--- src/rtl/counter_mod_pkg.sv ---
// Shared definitions for the modulo up/down counter: mode encodings and
// the helper that sizes the prescaler register from the division ratio.
package counter_mod_pkg;

  localparam logic MODE_WRAP    = 1'b0;
  localparam logic MODE_ONESHOT = 1'b1;

  // Prescaler width for a ratio of div: enough bits to hold div-1, never less than 1.
  function automatic int presc_width(input int div);
    return (div <= 2) ? 1 : $clog2(div);
  endfunction

endpackage

--- src/rtl/counter_mod_tick_gen.sv ---
// Prescaler: emits one enabled tick per DIV enabled cycles.
// With DIV=1 there is no state and the tick is simply the enable.
module counter_mod_tick_gen
  import counter_mod_pkg::*;
#(
  parameter int DIV = 1
) (
  input  logic clk_i,
  input  logic nrst_i,
  input  logic clr_i,
  input  logic en_i,
  output logic tick_o
);

  generate
    if (DIV <= 1) begin : g_bypass
      // No prescaler: clock, reset and clear have nothing to act on.
      logic unused_ok;
      assign unused_ok = clk_i ^ nrst_i ^ clr_i;
      assign tick_o    = en_i;
    end else begin : g_presc
      localparam int            PW   = presc_width(DIV);
      localparam logic [PW-1:0] LAST = PW'(DIV - 1);
      localparam logic [PW-1:0] ONE  = PW'(1);

      logic [PW-1:0] presc_q;
      logic [PW-1:0] presc_d;

      // Next prescaler value: clear wins, advance only while enabled, restart after last.
      always_comb begin
        presc_d = presc_q;
        if (clr_i) begin
          presc_d = '0;
        end else if (en_i) begin
          presc_d = (presc_q == LAST) ? '0 : presc_q + ONE;
        end
      end

      // Prescaler register.
      always_ff @(posedge clk_i or negedge nrst_i) begin
        if (!nrst_i) begin
          presc_q <= '0;
        end else begin
          presc_q <= presc_d;
        end
      end

      assign tick_o = en_i & (presc_q == LAST);
    end
  endgenerate

endmodule

--- src/rtl/counter_mod.sv ---
// Modulo up/down counter with runtime limit, parallel load, prescaled enable,
// WRAP / ONESHOT modes, a one-cycle wrap pulse and a sticky done flag.
module counter_mod
  import counter_mod_pkg::*;
#(
  parameter int BW  = 8,
  parameter int DIV = 1
) (
  input  logic          clk_i,
  input  logic          nrst_i,
  input  logic          nrstSync_i,
  input  logic          en_i,
  input  logic          up_i,
  input  logic          mode_i,
  input  logic [BW-1:0] max_i,
  input  logic          load_i,
  input  logic [BW-1:0] loadVal_i,
  output logic [BW-1:0] count_o,
  output logic          wrap_o,
  output logic          done_o
);

  localparam logic [BW-1:0] ONE = BW'(1);

  logic          tick;
  logic          clr;
  logic          terminal;
  logic [BW-1:0] count_q;
  logic [BW-1:0] count_d;
  logic          wrap_q;
  logic          wrap_d;
  logic          done_q;
  logic          done_d;

  // Prescaler restarts on a sync clear or a load so the next step gets a full period.
  assign clr = ~nrstSync_i | load_i;

  counter_mod_tick_gen #(
    .DIV (DIV)
  ) u_tick_gen (
    .clk_i  (clk_i),
    .nrst_i (nrst_i),
    .clr_i  (clr),
    .en_i   (en_i),
    .tick_o (tick)
  );

  // Terminal is checked before stepping, so the increment/decrement never overflows.
  assign terminal = up_i ? (count_q >= max_i) : (count_q == '0);

  // Next-state: clear > load > step (unless done) > hold; wrap defaults low every edge.
  always_comb begin
    count_d = count_q;
    wrap_d  = 1'b0;
    done_d  = done_q;
    if (!nrstSync_i) begin
      count_d = '0;
      done_d  = 1'b0;
    end else if (load_i) begin
      count_d = loadVal_i;
      done_d  = 1'b0;
    end else if (tick && !done_q) begin
      if (terminal) begin
        if (mode_i == MODE_WRAP) begin
          count_d = up_i ? '0 : max_i;
          wrap_d  = 1'b1;
        end else begin
          done_d  = 1'b1;
        end
      end else begin
        count_d = up_i ? (count_q + ONE) : (count_q - ONE);
      end
    end
  end

  // Output registers.
  always_ff @(posedge clk_i or negedge nrst_i) begin
    if (!nrst_i) begin
      count_q <= '0;
      wrap_q  <= 1'b0;
      done_q  <= 1'b0;
    end else begin
      count_q <= count_d;
      wrap_q  <= wrap_d;
      done_q  <= done_d;
    end
  end

  assign count_o = count_q;
  assign wrap_o  = wrap_q;
  assign done_o  = done_q;

endmodule

--- config.mk ---
export PLATFORM = sky130hd
export DESIGN_NAME = counter_mod
export DESIGN_NICKNAME = d
export VERILOG_FILES = /design/src/rtl/counter_mod_pkg.sv /design/src/rtl/counter_mod_tick_gen.sv /design/src/rtl/counter_mod.sv
export SDC_FILE = /design/constraint.sdc
export NUM_CORES = 1
export LEC_CHECK = 0
export ABC_AREA = 1
export BUFFER_PORTS_ARGS = -buffer_cell sky130_fd_sc_hd__buf_4
export CAP_MARGIN = 20
export CORE_MARGIN = 2
export CORE_UTILIZATION = 47
export CTS_CLUSTER_DIAMETER = 120
export CTS_CLUSTER_SIZE = 20
export DETAILED_ROUTE_END_ITERATION = 8
export GPL_ROUTABILITY_DRIVEN = 0
export PLACE_DENSITY = 0.75
export SYNTH_ARGS = -nofsm -noshare
export SYNTH_HDL_FRONTEND = slang
export SYNTH_SLANG_ARGS = --single-unit
--- constraint.sdc ---
create_clock -name clk_i -period 1.6 [get_ports clk_i]
set_clock_uncertainty 0.05 [all_clocks]
set_input_delay 0 -clock clk_i [delete_from_list [all_inputs] [get_ports clk_i]]
set_output_delay 0 -clock clk_i [all_outputs]
set_load 0.02 [all_outputs]
==> results.yml, run 1 <==
cells_and_area:
  fillers: 140
  final_cells: 293
  layout-drive-gt1-share_pct: 47.53
  multi_input_area_mm2: 0.001112
  fin_area_mm2: 0.002103
  syn_to_final_growth_pct: 71.53
  insertedDiodeCount: 0
  nets: 302
  regArea_um2: 259.0
synthesis:
  syn-cell-area_mm2: 0.001226
  netlist-cell-type-count: 22
  yosysSeqAreaShare_pct: 20.41
  synth_most_common_cell: "nand2_1"
  post-synth-top-area-cell: "dfrtp_1"
  yosysWarnings: 0
  synthArstFlopShare_pct: 100.0
  synth_top_area_share_pct: 20.41
  synth_nets: 231
  ys.flop_type: "dfrtp_1"
  synthTopCellsByCount: "nand2_1 (51), nand3_1 (34), nor2_1 (27), inv_1 (25), ha_1 (14)"
  syn_avg_cell_area_um2: 6.353
  synth_edf_count: 0
  synth_area_leaders: "dfrtp_1 (20%), nand2_1 (16%), ha_1 (14%), nand3_1 (14%), nor2_1 (8.3%)"
  ys_seq_elements: 10
  synthCells: 193
sta:
  hold_viol_final: 0
  timing.final.crit_share_pct: 120.2
  worst_slew_pin_slew_ns: 0.4458
  maxSlewViolCount: 0
  rsz0062_at_grt: "true"
  setup_violations: 10
  maxSlewHeadroom_pct: 70.25
  finalWorstSetupSlack_ns: -0.3226
  clock.fmax_mhz: 520.1
  finalCriticalPeriod_ns: 1.923
cts:
  cts_tree: "done"
  clk_pin_slew_ns: 0.07
  clock_sinks: 10
  htreeDepth: 1
  clockBufferDepth: 2
  clock_latency_ns: 0.27
  cts_root_buf: "clkbuf_4"
  cts_made_buffers: 3
grt:
  grt-ovfl-total: 0
  grt.total_usage_pct: 29.14
  grt_max_degree: 17
  grt_pass1_vias: 1423
  antenna_found_initial: 0
  grt_pass1_wl_mm: 6.189
placed_design:
  hpwl_mm: 2.967
  dpl.cell_count: 279
  portBuffers: 32
  placed_cell_area_mm2: 0.001712
die:
  start_util_pct: 49.49
  die_h_um: 55.08
  core_area_mm2: 0.002477
  rows: 18
  ios: 33
  dieArea_mm2: 0.003033
  die_w_um: 55.08
drt:
  antenna_left: 0
  wirelength_mm: 5.038
  vias: 1674
  drtPass1Iterations: 4
  post_drt_via_cell_ratio: 5.713
  drc: 0
  detail_route.iter0.violations: 70
  wl_per_cell_um: 17.19
setup_path:
  critical_path.cell_chain: "inv_4, ha_4, inv_2, nand2_1, nand2_1, nand2_1, nand2_1, nand2_1, nand2_2, nand2_4, nand2_4, nand2_1, nand2_1, nand2_1, nand3_2, nand2_1"
  crit_start: "count_o[0]"
  crit_path_start_kind: "flip-flop"
  critPathMaxStageDelay_ns: 0.44
  r2r_cells: 16
  cp.arrival_ns: 2.04
  rr_endpoint: "count_o[7]"
  crit_required_ns: 1.71
  endpoint_kind: "flip-flop"
  rrSetupSlack_ns: -0.32
  r2r_start: "count_o[0]"
  path_max_fanout: 9
  crit_slowest_cell: "dfrtp_2"
  critPathKind: "reg2reg"
  critPathMostFrequentCell: "nand2_1"
  cp-endpoint: "count_o[7]"
power_and_ir_drop:
  p_per_area_mw_per_mm2: 758.0
  peakVddDrop_v: 0.0007967
  leakage_nw: 1.096
  power_mw: 1.594
hold_path:
  holdCritPathClass: "in2reg"
outcome:
  violations: "setup timing"
  status: "finished, violations left"
flow_run:
  cap_violations: 0
[how the worst min path moves through the flow]
stage / endpoint / slack, ns / from / depth (start not counted)
6_report: count_o[2] / 0.03 / loadVal_i[2] / 5
5_1_grt: count_o[7] / 0.06 / nrst_i / 2
4_1_cts: count_o[5] / 0.02 / nrst_i / 2
3_5_place_dp: count_o[7] / -0.21 / nrst_i / 1
3_3_place_gp: count_o[6] / -0.22 / nrst_i / 1
2_1_floorplan: count_o[0] / -0.35 / nrst_i / 0
[sequential cells by signal, indices dropped and copies added (netlist names)]
name     flops
count_o      8
done_o       1
wrap_o       1
[metal layers]
metal  share of wire [%]  vias up  global-route usage (%)
met5                   0        -                       0
met4                 5.8        0                   9.756
met3                 7.9       32                  0.8065
met2                  50      109                   54.56
met1                  37      771                   35.61
li1                    -      762                       -
[critical path: cells and delay by family (launching register included)]
kind	cells	cell delay (ns)
buffers and inverters	2	0.13
AND/OR/NAND/NOR	13	0.99
adder cells (fa/ha/maj)	1	0.20
flip-flops	1	0.44
[cells by family after synthesis]
family | synth area share [%]
simple gates | 46.94
buf+inv | 9.490
fa+ha+maj | 15.92
compound gates | 4.388
flops | 20.41
xor+xnor | 2.858
[through the flow]
| step | util, % | hold slack [ns] | setup WS, ns | setup TNS [ns] |
|---|---|---|---|---|
| 2_1_floorplan | - | -0.3456 | -0.1071 | -0.8424 |
| 3_3_place_gp | 69.09 | -0.2158 | -0.1432 | -0.9765 |
| 3_5_place_dp | 69.09 | -0.2136 | -0.2121 | -1.364 |
| 4_1_cts | 76.97 | 0.02113 | -0.1458 | -1.102 |
| 5_1_grt | 84.90 | 0.05550 | -0.3858 | -3.103 |
| 6_report | 84.90 | 0.03332 | -0.3226 | -2.450 |
[cells in the final DEF (no fill, tap or decap), types with 5 or more instances in the layout]
master | netlist | final
inv_1 | 25 | 22
nand3_1 | 34 | 26
nor2_1 | 27 | 20
ha_4 | 0 | 8
buf_6 | 0 | 8
nand2_1 | 51 | 47
inv_2 | 3 | 5
ha_1 | 14 | 6
buf_4 | 1 | 56
dfrtp_2 | 0 | 7
nand3_2 | 4 | 11
nor2_2 | 1 | 6
[power by group]
group,switching (mW),internal [mW]
Combinational,0.550,0.478
Sequential,0.0489,0.284
Clock,0.0954,0.138
[what timing repair did]
action | CTS | global route
endpoints found under the setup margin | 9 | 10
hold endpoints to repair | 16 | 0
gates resized for setup | 15 | 40
pin swaps | 1 | 15
hold buffers | 4 | 0
cloned | 0 | 0
buffers inserted | 1 | 5
[cell type report]
| cell class | instances | area share [%] |
|---|---|---|
| multi-input cells | 153 | 52.89 |
| repair buffers | 68 | 26.17 |
| flip-flops and latches | 10 | 12.31 |
| inverters | 28 | 5.116 |
| well taps | 30 | 1.785 |
| clock buffers | 4 | 1.725 |
No activity file was read; power rests on OpenSTA's default activity.
==> inputs of run 2 (changes only) <==
RECOVER_POWER = 50   (was not set)
==> run 2 against run 1 <==
Effect of this change:
- the flow still finishes with violations (setup timing)
- hold slack hardly changed
- register-to-register slack about the same
- count of clock-buffer cells in the layout did not move
- clock power is essentially flat
- critical path depth is the same
- largest cell class unchanged
- worst setup slack about the same
- sequential cell count is the same
==> results.yml, run 2 (synthesized netlist as in run 1, its figures left out) <==
outcome:
  status: "finished, violations left"
  violations: "setup timing"
cells_and_area:
  final_common_cell: "buf_4"
  fin_area_mm2: 0.002100
  fin_util_pct: 84.75
  layout-drive-gt1-share_pct: 47.15
  insertedDiodeCount: 0
  final_cell_mix: "buf_4 (55), nand2_1 (47), nand3_1 (26)"
  fillers: 142
  largest_reg_flops: 8
  final_cells: 293
  syn_to_final_growth_pct: 71.22
  nets: 302
die:
  ios: 33
  die_h_um: 55.08
  start_util_pct: 49.49
  die_w_um: 55.08
  dieArea_mm2: 0.003033
  core_area_mm2: 0.002477
  rows: 18
grt:
  grt-ovfl-total: 0
  grt_pass1_wl_mm: 6.189
  antenna_found_initial: 0
  grt_pass1_vias: 1423
  grt_max_degree: 17
  grt.total_usage_pct: 29.14
sta:
  worst_slew_pin_slew_ns: 0.5685
  finalWorstSetupSlack_ns: -0.3223
  timing.final.crit_share_pct: 120.1
  maxSlewHeadroom_pct: 62.10
  maxSlewViolCount: 0
  setup_violations: 10
  finalCriticalPeriod_ns: 1.922
  clock.fmax_mhz: 520.2
  rsz0062_at_grt: "true"
  fin_setup_tns_ns: -2.452
  worst_hold_slack_ns: 0.03338
  hold_viol_final: 0
setup_path:
  r2r_cells: 16
  crit_family: "simple AND/OR/NAND/NOR gates"
  rrSetupSlack_ns: -0.32
  critPathMaxStageDelay_ns: 0.44
  endpoint_kind: "flip-flop"
  critical_path.cell_chain: "inv_4, ha_4, inv_2, nand2_1, nand2_1, nand2_1, nand2_1, nand2_1, nand2_2, nand2_4, nand2_4, nand2_1, nand2_1, nand2_1, nand3_2, nand2_1"
  cp.depth: 16
  crit_path_start_kind: "flip-flop"
  cp-endpoint: "count_o[7]"
  cp.arrival_ns: 2.04
  rr_endpoint: "count_o[7]"
  timing.critical_path.buf_inv: 2
  path_max_fanout: 9
  critPathKind: "reg2reg"
  crit_slowest_cell: "dfrtp_2"
  r2r_start: "count_o[0]"
  crit_required_ns: 1.71
  crit_start: "count_o[0]"
  critPathMostFrequentCell: "nand2_1"
flow_run:
  cap_violations: 0
placed_design:
  dp_slack_ns: -0.2121
  hpwl_mm: 2.967
  portBuffers: 32
  dpl.cell_count: 279
  placed_cell_area_mm2: 0.001712
power_and_ir_drop:
  p_clk_share_pct: 14.7
  p_seq_share_pct: 20.9
  comb_power_share_pct: 64.4
  p_per_area_mw_per_mm2: 758.9
  power_mw: 1.593
  switching_share_pct: 43.57
  peakVddDrop_v: 0.0007965
  p_sw_mw: 0.6942
  leakage_nw: 1.092
  p_int_mw: 0.8992
cts:
  cts_tree: "done"
  clk_pin_slew_ns: 0.07
  cts_root_buf: "clkbuf_4"
  clockBufferDepth: 2
  cts_made_buffers: 3
  htreeDepth: 1
  clock_latency_ns: 0.27
  clock_sinks: 10
drt:
  drtPass1Iterations: 4
  antenna_left: 0
  wl_per_cell_um: 17.20
  drc: 0
  post_drt_via_cell_ratio: 5.710
  wirelength_mm: 5.040
  detail_route.iter0.violations: 69
  vias: 1673
hold_path:
  holdCritPathClass: "in2reg"
[run 2: layer usage]
metal	global-route usage, %	routed length [µm]
met1	35.61	1844
met2	54.56	2509
met3	0.8065	396
met4	9.756	290
met5	0	0
[run 2: power by group through the flow]
stage                     clock (mW)  sequential, mW  combinational [mW]
final                          0.234           0.333                1.03
after global routing           0.247           0.335                1.09
after CTS                      0.243           0.326               0.834
after detailed placement           0           0.320               0.757
after global placement             0           0.318               0.731
after floorplan                    0           0.352               0.397
[run 2: worst min-delay path by stage]
stage	to	cells after the start	slack, ns	startpoint
2_1_floorplan	count_o[0]	0	-0.35	nrst_i
3_3_place_gp	count_o[6]	1	-0.22	nrst_i
3_5_place_dp	count_o[7]	1	-0.21	nrst_i
4_1_cts	count_o[5]	2	0.02	nrst_i
5_1_grt	count_o[3]	5	0.08	loadVal_i[3]
6_report	count_o[2]	5	0.03	loadVal_i[2]
[run 2: repair_timing]
| item | CTS | global route |
|---|---|---|
| cloned | 0 | 0 |
| endpoints found under the hold margin | 16 | 0 |
| hold buffers | 4 | 0 |
| setup buffers | 1 | 5 |
| pin swaps | 1 | 15 |
| setup endpoints to repair | 9 | 10 |
| gates resized for setup | 15 | 40 |
[run 2: worst register-to-register path, cell delays in order (launching register included)]
cell and delay [ns]:
dfrtp_2 0.44, inv_4 0.09, ha_4 0.20, inv_2 0.04, nand2_1 0.05, nand2_1 0.08
nand2_1 0.06, nand2_1 0.07, nand2_1 0.06, nand2_2 0.08, nand2_4 0.08, nand2_4 0.13
nand2_1 0.09, nand2_1 0.09, nand2_1 0.08, nand3_2 0.08, nand2_1 0.05
[run 2: final cells by class]
type	count	area (µm²)	area share (%)
clock buffer	4	36.28	1.728
timing repair buffer	68	546.8	26.04
multi-input combinational	153	1112	52.98
tap	30	37.54	1.788
inverter	28	107.6	5.125
sequential	10	259.0	12.34
